## config.mk

```make
export PLATFORM = sky130hd
export DESIGN_NAME = objective
export DESIGN_NICKNAME = d
export VERILOG_FILES = /design/src/rtl/objective.sv
export SDC_FILE = /design/constraint.sdc
export NUM_CORES = 1
export LEC_CHECK = 0
export ABC_AREA = 0
export BUFFER_PORTS_ARGS = -buffer_cell sky130_fd_sc_hd__buf_2
export CORE_MARGIN = 2
export CORE_UTILIZATION = 55
export CTS_CLUSTER_DIAMETER = 30
export CTS_CLUSTER_SIZE = 8
export DETAILED_ROUTE_END_ITERATION = 8
export HOLD_SLACK_MARGIN = 0.15
export PLACE_DENSITY = 0.86
export SYNTH_ARGS = -nofsm -noshare
export SYNTH_HDL_FRONTEND = slang
export SYNTH_SLANG_ARGS = --single-unit
export TNS_END_PERCENT = 20
```

## constraint.sdc

```tcl
create_clock -name clock -period 24.3 [get_ports clock]
set_clock_uncertainty 0.2 [all_clocks]
set_input_delay 4.86 -clock clock [delete_from_list [all_inputs] [get_ports clock]]
set_output_delay 4.86 -clock clock [all_outputs]
set_load 0.01 [all_outputs]
```

## src/rtl/objective.sv

```systemverilog
// objective: output-layer error source; pairs a result with a target, returns a
// saturated delta on err_* and keeps saturating sample-count / squared-error statistics.
module objective #(
    parameter int SHIFT = 0,
    parameter int SQ    = 8
) (
    input  logic        clock,
    input  logic        reset,
    input  logic        train,
    input  logic        res_valid,
    input  logic [15:0] res_data,
    output logic        res_ready,
    input  logic        tgt_valid,
    input  logic [15:0] tgt_data,
    output logic        tgt_ready,
    output logic        err_valid,
    output logic [15:0] err_data,
    input  logic        err_ready,
    input  logic        clr,
    output logic [15:0] cnt_data,
    output logic [31:0] sse_data
);
    typedef enum logic [1:0] {CAP = 2'b00, CMP = 2'b01, ERR = 2'b10} state_t;
    state_t state;
    logic res_have, tgt_have, train_q;
    logic [15:0] res_q, tgt_q;
    logic signed [16:0] d17, shifted;
    logic signed [33:0] prod;
    logic [33:0] sq;
    logic [34:0] sse_sum;
    logic [15:0] sat;
    logic res_fire, tgt_fire;
    assign res_ready = reset && state == CAP && !res_have;
    assign tgt_ready = reset && state == CAP && !tgt_have;
    assign res_fire  = res_valid && res_ready;
    assign tgt_fire  = tgt_valid && tgt_ready;
    assign d17     = $signed({tgt_q[15], tgt_q}) - $signed({res_q[15], res_q});
    assign shifted = d17 >>> SHIFT;
    // bits 16 and 15 disagree only when the shifted delta is outside 16-bit range
    assign sat     = (shifted[16] != shifted[15]) ? {shifted[16], {15{~shifted[16]}}} : shifted[15:0];
    assign prod    = 34'(d17) * 34'(d17);
    assign sq      = prod >> SQ;
    assign sse_sum = {3'b0, sse_data} + {1'b0, sq};
    always_ff @(posedge clock or negedge reset) begin
        if (!reset) begin
            state     <= CAP;
            res_have  <= 1'b0;
            tgt_have  <= 1'b0;
            train_q   <= 1'b0;
            res_q     <= '0;
            tgt_q     <= '0;
            err_valid <= 1'b0;
            err_data  <= '0;
            cnt_data  <= '0;
            sse_data  <= '0;
        end else begin
            case (state)
                CAP: begin
                    if (res_fire) begin
                        res_q    <= res_data;
                        res_have <= 1'b1;
                        train_q  <= train;
                    end
                    if (tgt_fire) begin
                        tgt_q    <= tgt_data;
                        tgt_have <= 1'b1;
                    end
                    if ((res_have || res_fire) && (tgt_have || tgt_fire)) state <= CMP;
                end
                CMP: begin
                    err_data  <= sat;
                    res_have  <= 1'b0;
                    tgt_have  <= 1'b0;
                    cnt_data  <= &cnt_data ? cnt_data : cnt_data + 16'd1;
                    sse_data  <= |sse_sum[34:32] ? 32'hFFFF_FFFF : sse_sum[31:0];
                    err_valid <= train_q;
                    state     <= train_q ? ERR : CAP;
                end
                ERR: begin
                    if (err_ready) begin
                        err_valid <= 1'b0;
                        state     <= CAP;
                    end
                end
                default: begin
`ifndef SYNTHESIS
                    $display("objective: illegal state code %b", state);
`endif
                    state <= CAP;
                end
            endcase
            // placed after the update so a coincident clear wins
            if (clr) begin
                cnt_data <= '0;
                sse_data <= '0;
            end
        end
    end
endmodule
```

# Word-level counts from Yosys, hierarchy flattened
# Cells that the tools add are included.
# op_classes
n_mux	17
bitwise_logic	1
eq_ne	8
addsub	3
n_mul	1
n_reduce_logical	23
# op_table
operator	count
32-bit 2-to-1 mux	3
16-bit 2-to-1 mux	4
17-bit by 17-bit multiplier with 34-bit output	1
32-bit by 26-bit adder with 33-bit output	1
16-bit by 16-bit subtractor with 17-bit output	1
16-bit by 1-bit adder with 16-bit output (second input constant)	1
16-bit AND reduction	1
2-bit AND reduction	7
2-bit inequality test (second input constant)	4
1-bit logical AND	6
2-bit 2-to-1 mux	3
1-bit one-hot mux with 2 select lines	3
2-bit one-hot mux with 3 select lines	1
2-bit nonzero test	3
1-bit 2-to-1 mux	3
3-bit OR reduction	1
2-bit by 1-bit == test with 1-bit output (second input constant)	1
2-bit == test (second input constant)	1
1-bit logical NOT	2
2-bit logical NOT	1
1-bit logical OR	2
2-bit by 1-bit inequality test with 1-bit output (second input constant)	1
1-bit inequality test	1
1-bit NOT	1
# word_totals
ff_bits	102
output_inout_bits	67
word_cells	63
inputBits	39

# Depth between registers and ports, before layout
# Gate-level depths: netlist (run 1).
# logic_depth
depth_word	8
ltp_mapped	45
depth_no_buf	44

# Worst setup path before layout (run 1)
# Ideal clock, no wire load.
# synth_timing
path_kind	input-to-output
startpoint	input port reset
endpoint	output port res_ready
t_arrival_ns	5.128
cell_stages	2
slack_ns	14.112
path_buffers	0
t_required_ns	19.240
cell_sequence	nand2_1 > nor2_1
# synth_between
elab_chain_len	2
# synth_rtl
item	line_no	source
from (decl)	8	input logic reset,
1-bit logical AND (2 in a row)	33	assign res_ready = reset && state == CAP && !res_have;
to (decl)	12	output logic res_ready,
# No other way between the ends.

# Worst setup path in the final report (run 1)
# layout_timing
startpoint	register res_q[0]
endpoint	register sse_data[22]
# layout_between
elab_chain_len	7
# layout_rtl
item	line_no	source
from (decl)	26	logic [15:0] res_q, tgt_q;
from (signal assigned)	60	res_q <= res_data;
16-bit by 16-bit subtractor with 17-bit output *	37	assign d17 = $signed({tgt_q[15], tgt_q}) - $signed({res_q[15], res_q});
17-bit by 17-bit multiplier with 34-bit output *	41	assign prod = 34'(d17) * 34'(d17);
32-bit by 26-bit adder with 33-bit output *	43	assign sse_sum = {3'b0, sse_data} + {1'b0, sq};
3-bit OR reduction	75	sse_data <= |sse_sum[34:32] ? 32'hFFFF_FFFF : sse_sum[31:0];
32-bit 2-to-1 mux *	75	
32-bit 2-to-1 mux *	57	case (state)
32-bit 2-to-1 mux *	93	if (clr) begin
to (signal assigned)	75	
to (decl)	21	output logic [31:0] sse_data
# Every way passes the cells marked *; elsewhere a longest branch is shown, timed or not. The select of a mux whose other input is x is not followed.
# A chain may end at the register's enable or synchronous reset.

==> key figures, run 1 <==
Worst hold path
  – Min-delay worst type: flop to flop

Drt
  – DRT iter0 DRCs: 854
  – Residual DRC count: 0
  – WL/cell: 18.1 um
  – DR pass1 iterations: 5
  – Final wirelength: 38.5 mm
  – Vias per cell: 5.66
  – Vias: 12000
  – Post-DRT Antenna Nets: 0

Cells and area
  – Commonest cells after routing, fill and taps aside: 350 x inv_1, 271 x fa_1, 142 x nor2_1
  – Synth-to-Final Area Change: 8.12%
  – Commonest non-fill, non-tap cell in the layout: inv_1
  – # diodes: 0
  – Layout cells sized above 1: 0.112
  – Nets: 2180
  – Final Instance Area: 16800 um2
  – Fin util: 0.604

GRT
  – Largest net degree at the start of global routing: 62
  – Initial antenna violation count: 0
  – GRT Total Usage: 0.274
  – Gr ovfl total: 0
  – Vias in the first global route: 12900
  – First-pass GRT wire length: 63.0 mm

STA
  – Period Utilization, post-route: 0.471
  – Setup TNS: 0 ns
  – Final hold slack: 0.301 ns
  – Max_slew headroom: 0.255
  – RSZ-0062 raised after global routing: false
  – Endpoints failing setup: 0
  – Fmax: 87.3 MHz
  – Final hold viol count: 0
  – Final Critical Period: 11.45 ns
  – Max-slew violations: 0
  – Measured slew at the worst slew-check pin: 1.12 ns

Placement
  – Dpl hpwl: 30.5 mm
  – Post-DP Area: 16500 um2
  – Gpl congestion: 0.955
  – PortBufs: 105

Die
  – I/O pin cnt: 106
  – Die area: 29600 um2
  – Die Span Y: 172 um
  – Cell Rows: 61
  – Chip width: 172 um
  – Core Area: 27800 um2
  – Initial core utilization: 0.559

Setup path
  – Crit path arrival time: 11.44 ns
  – Slowest stage delay, CP: 0.85 ns
  – CP Launch Type: flop
  – CP Class: flop to flop
  – CP Max Fanout: 26
  – Most Frequent Cell on Critical Path: fa_1
  – CP required: 24.29 ns
  – CP max-delay cell: nor2_2
  – Nature of the critical path endpoint: flop

Synth
  – Synth unique cells: 67
  – Synthesized instance count: 1654
  – Syn nets: 2093
  – Ys flop type: dfrtp_1
  – Async set or reset register ratio after synthesis: 1.00
  – Number of synthesis warnings: 0
  – Post-synthesis cell area: 15500 um2
  – Post-synth EDFFs: 0
  – Synth Area per Inst: 9.39 um2
  – Seq/Total Area, Yosys: 0.164
  – #FFs+latches synth: 102

Clock tree
  – TritonCTS buffer count: 9
  – Post-CTS Setup Bufs: 0
  – Clock transition at the registers of the reported paths: 0.08 ns
  – Post_cts resized: 0
  – Clock Tree Buf Depth: 2
  – Root buffer cell: clkbuf_16
  – # clock sinks: 102
  – Clk Latency, worst-skew pair: 0.36 ns
  – Hold-fix buffers, CTS: 0
  – TritonCTS clock tree: yes
  – H-tree depth: 3

Flow run
  – Max-Cap Viols: 0

Status
  – Status: complete, no violations
path summary, 6_finish.rpt:
path	start	to	slack, ns	cells after the start
hold reg to reg	err_data[7]	err_data[7]	0.30	2
max in group asynchronous	reset	err_data[2]	18.46	2
hold / removal	err_data[7]	err_data[7]	0.30	2
min in group asynchronous	reset	cnt_data[1]	4.27	1
setup reg to reg	res_q[0]	sse_data[22]	12.85	40
setup / recovery	res_q[0]	sse_data[22]	12.85	40
area by class of cell:
| cell class | instances | area, um2 |
|---|---|---|
| Clock buffer | 9 | 225 |
| Tap cell | 378 | 473 |
| Clock inverter | 7 | 83.8 |
| Sequential cell | 102 | 2550 |
| Multi-Input combinational cell | 1152 | 11500 |
| Timing Repair Buffer | 121 | 648 |
| Inverter | 355 | 1330 |
| Fill cell | 2258 | 11000 |
registers in the layout, indices dropped and copies added, names as in the netlist:
signal,count
cnt_data,16
err_data,16
err_valid,1
res_have,1
res_q,16
sse_data,32
state,2
tgt_have,1
tgt_q,16
train_q,1
worst max-delay path: cells and delay by family (launching register included):
| family | cells | cell delay [ns] |
|---|---|---|
| AOI/OAI and AO/OA | 16 | 3.27 |
| xor gates and xnor gates | 1 | 0.17 |
| adders and majority gates | 10 | 4.36 |
| buffers and inverters | 6 | 0.56 |
| DFF | 1 | 0.38 |
| and+or+nand+nor | 7 | 2.33 |
kinds of logic after synthesis:
kind of cell | Yosys count | synth area share
AO/OA/AOI/OAI | 255 | 0.103
multiplexers | 35 | 0.0252
AND/OR/NAND/NOR | 387 | 0.113
XOR/XNOR | 75 | 0.0433
buffers and inverters | 400 | 0.0977
flip-flops | 102 | 0.164
adder cells (fa/ha/maj) | 400 | 0.453
routing by layer:
metal  routed length (um)  part of all wire  track usage  up-vias
met5                    0                 0            0        -
met4                 1550             0.040        0.103        0
met3                 3080             0.080       0.0581      120
met2                19100              0.50        0.472      500
met1                14700              0.38        0.340     6027
li1                     -                 -            -     5369
Yosys cell counts, types with 3 or more instances:
| library cell | instances | area share |
|---|---|---|
| o21ai_0 | 55 | 0.018 |
| o211a_1 | 3 | 0.0019 |
| nand4_1 | 8 | 0.0032 |
| ha_1 | 129 | 0.10 |
| fa_1 | 271 | 0.35 |
| o21a_1 | 14 | 0.0068 |
| a211oi_1 | 6 | 0.0029 |
| or2_2 | 3 | 0.0012 |
| clkbuf_1 | 33 | 0.0080 |
| nand2b_1 | 14 | 0.0056 |
| a21o_1 | 19 | 0.0092 |
| dfrtp_1 | 102 | 0.16 |
| nor2_1 | 142 | 0.034 |
| mux2_2 | 33 | 0.024 |
| o22a_1 | 4 | 0.0023 |
| a221o_1 | 3 | 0.0019 |
| nor2b_1 | 12 | 0.0048 |
| nand2_1 | 115 | 0.028 |
| nor3_1 | 32 | 0.010 |
| nand3_1 | 18 | 0.0058 |
| inv_2 | 5 | 0.0012 |
| a21oi_1 | 95 | 0.031 |
| inv_1 | 350 | 0.085 |
| nor3b_1 | 4 | 0.0019 |
| a211o_1 | 3 | 0.0017 |
| buf_2 | 12 | 0.0039 |
| a211oi_2 | 4 | 0.0032 |
| o21bai_1 | 4 | 0.0019 |
| o21ai_1 | 6 | 0.0019 |
| xor2_1 | 36 | 0.020 |
| a31oi_1 | 11 | 0.0044 |
| o31ai_1 | 4 | 0.0019 |
| xnor2_1 | 37 | 0.021 |
| and3_1 | 9 | 0.0036 |
| or3_1 | 14 | 0.0056 |
per-stage QoR:
step | worst slack [ns] | instances
6_report | 12.85 | 2124
5_1_grt | 12.18 | 2124
4_1_cts | 12.94 | 2124
3_5_place_dp | 12.98 | 2108
3_3_place_gp | 13.29 | 2108
2_1_floorplan | 14.11 | 1654
Power of run 1 is left out: the tool's default activity adds up to more than one toggle a clock period on the data nets, which glitch-free logic cannot reach.
==> run 2: changes to the inputs <==
- ABC_AREA: 0 -> 1
- PLACE_DENSITY: 0.86 -> 0.88
- clock period: 24.3 -> 10.2 ns (I/O delays scaled with it)
==> run 2 against run 1 <==
Compared with the run above: synthesized cell count is 49% higher; sequential cell count stayed put; first-iteration DRC count is 120% higher; final cell count is 42% higher; worst hold slack worse by 0.018 ns; via count is 36% higher.
==> key figures, run 2 <==
Status
  – Status: complete, no violations

Setup path
  – Stages on the worst setup path: 42
  – Most Frequent Cell on Critical Path: nand2_1
  – R2r endpoint: sse_data[18]
  – CP required: 10.27 ns
  – Crit path arrival time: 9.63 ns
  – Cell family with most CP delay: adder cells
  – Setup crit start: res_q[6]
  – Nature of the critical path endpoint: flop
  – R2R Path Start: res_q[6]
  – CP Launch Type: flop
  – CP Max Fanout: 17
  – CP Capture Point: sse_data[18]
  – CP bufs+invs: 9
  – R2R depth: 42
  – Slowest stage delay, CP: 0.66 ns
  – CP max-delay cell: fa_1
  – R2r setup slk: 0.64 ns
  – CP Class: flop to flop

STA
  – Fmax: 105 MHz
  – Final hold viol count: 0
  – Max-slew violations: 0
  – Final Critical Period: 9.56 ns
  – RSZ-0062 raised after global routing: false
  – Endpoints failing setup: 0
  – Period Utilization, post-route: 0.937
  – Setup TNS: 0 ns
  – Max_slew headroom: 0.224
  – Final hold slack: 0.284 ns
  – Measured slew at the worst slew-check pin: 1.16 ns

Synth
  – Synth Area per Inst: 7.27 um2
  – Post-synth top area cell: fa_1
  – Synth unique cells: 40
  – Synth cell count leaders: 648 x nand2_1, 608 x inv_1, 271 x fa_1
  – Synth area leaders: fa_1 30%, dfrtp_1 14%, nand2_1 14%
  – Synthesized instance count: 2470
  – Post-synth EDFFs: 0
  – Async set or reset register ratio after synthesis: 1.00
  – Count leader, synth: nand2_1
  – Top cell type's share of synthesized area: 0.302
  – Syn nets: 2909
  – Seq/Total Area, Yosys: 0.142
  – Ys flop type: dfrtp_1
  – #FFs+latches synth: 102
  – Post-synthesis cell area: 18000 um2
  – Number of synthesis warnings: 0

Cells and area
  – Layout cells sized above 1: 0.0699
  – Biggest register: sse_data
  – Synth-to-Final Area Change: 7.84%
  – Max FFs per register: 32
  – Commonest cells after routing, fill and taps aside: 648 x nand2_1, 608 x inv_1, 270 x fa_1
  – Nets: 3009
  – # diodes: 0
  – Commonest non-fill, non-tap cell in the layout: nand2_1
  – Filler cell count: 2888

Die
  – Initial core utilization: 0.555
  – Chip width: 185 um
  – Cell Rows: 66
  – Die area: 34100 um2
  – I/O pin cnt: 106
  – Core Area: 32400 um2
  – Die Span Y: 185 um

GRT
  – Top Usage Layer GRT: met2
  – Initial antenna violation count: 0
  – GR Util met1: 0.412
  – Vias in the first global route: 16700
  – First-pass GRT wire length: 84.5 mm
  – Met2 GRT Util: 0.538
  – Largest net degree at the start of global routing: 58
  – GRT Total Usage: 0.320
  – Gr ovfl total: 0
  – Grt met3 use: 0.0579

Clock tree
  – Clock transition at the registers of the reported paths: 0.08 ns
  – TritonCTS buffer count: 9
  – Post-CTS Setup Bufs: 0
  – H-tree depth: 3
  – TritonCTS clock tree: yes
  – Root buffer cell: clkbuf_16
  – # clock sinks: 102
  – Clock Tree Buf Depth: 2
  – Clk Latency, worst-skew pair: 0.38 ns

Drt
  – DRT iter0 DRCs: 1879
  – WL/cell: 17.1 um
  – Vias: 16400
  – DR pass1 iterations: 8
  – Final wirelength: 51.5 mm
  – Residual DRC count: 0
  – Vias per cell: 5.43
  – Post-DRT Antenna Nets: 0

Flow run
  – Max-Cap Viols: 0

Placement
  – Dpl hpwl: 43.0 mm
  – PortBufs: 105
  – Gpl congestion: 1.02

Worst hold path
  – Min-delay worst type: flop to flop
[run 2: cell types whose count changed in the layout (fill, tap and decap cells not counted), moves of 15 or more]
cell / before / now
nand3_1: 18 / 114
nand4_1: 8 / 24
mux2_2: 33 / 15
a21o_1: 19 / 4
xnor2_1: 37 / 21
nand2_1: 115 / 648
nor2_1: 142 / 237
inv_1: 350 / 608
[run 2: area by class of cell]
type / count / area (um2) / area share
clock buffers: 9 / 225 / 0.0116
well taps: 442 / 553 / 0.0286
inverters: 613 / 2300 / 0.119
flip-flops and latches: 102 / 2550 / 0.132
clock inverters: 7 / 78.8 / 0.00407
multi-input cells: 1711 / 12900 / 0.667
repair buffers: 133 / 738 / 0.0381
[run 2: through the flow]
step / cell area, um2 / cells / worst slack (ns) / util
floorplan: 18000 / 2470 / 1.99 / -
global placement: 19100 / 3001 / 0.918 / 0.589
detailed placement: 19100 / 3001 / 0.822 / 0.589
CTS: 19400 / 3017 / 0.749 / 0.598
global route: 19400 / 3017 / 0.116 / 0.598
finish: 19400 / 3017 / 0.643 / 0.598
[run 2: cell families after synthesis]
logic type	Yosys count	share of synthesized area
mux	15	0.00941
simple gates	1071	0.240
fa+ha+maj	400	0.392
compound gates	178	0.0539
buf+inv	657	0.139
xor+xnor	47	0.0229
flops	102	0.142
[run 2: how the worst min path moves through the flow]
stage	slack, ns	cells past startpoint	from	endpoint
6_report	0.28	2	err_data[11]	err_data[11]
5_1_grt	0.31	2	err_data[9]	err_data[9]
4_1_cts	0.28	2	err_data[12]	err_data[12]
3_5_place_dp	0.26	2	err_data[9]	err_data[9]
3_3_place_gp	0.26	2	err_data[7]	err_data[7]
2_1_floorplan	0.28	1	tgt_q[12]	tgt_q[12]
[run 2: repair_timing]
item / CTS / global route
setup endpoints to repair: 0 / 1
hold buffers: 0 / 0
resized for setup: 0 / 1
[run 2: tightest hold or removal path, stage by stage (launching register included)]
cell and delay, ns:
dfrtp_1 0.35, nand2_1 0.05, nand2_1 0.05
[run 2: layer usage]
| layer | vias to the layer above | routed length [um] |
|---|---|---|
| met4 | 0 | 2110 |
| met2 | 808 | 24800 |
| li1 | 7538 | - |
| met5 | - | 0 |
| met1 | 7867 | 20500 |
| met3 | 162 | 4100 |
Power of run 2 is left out for the same reason.
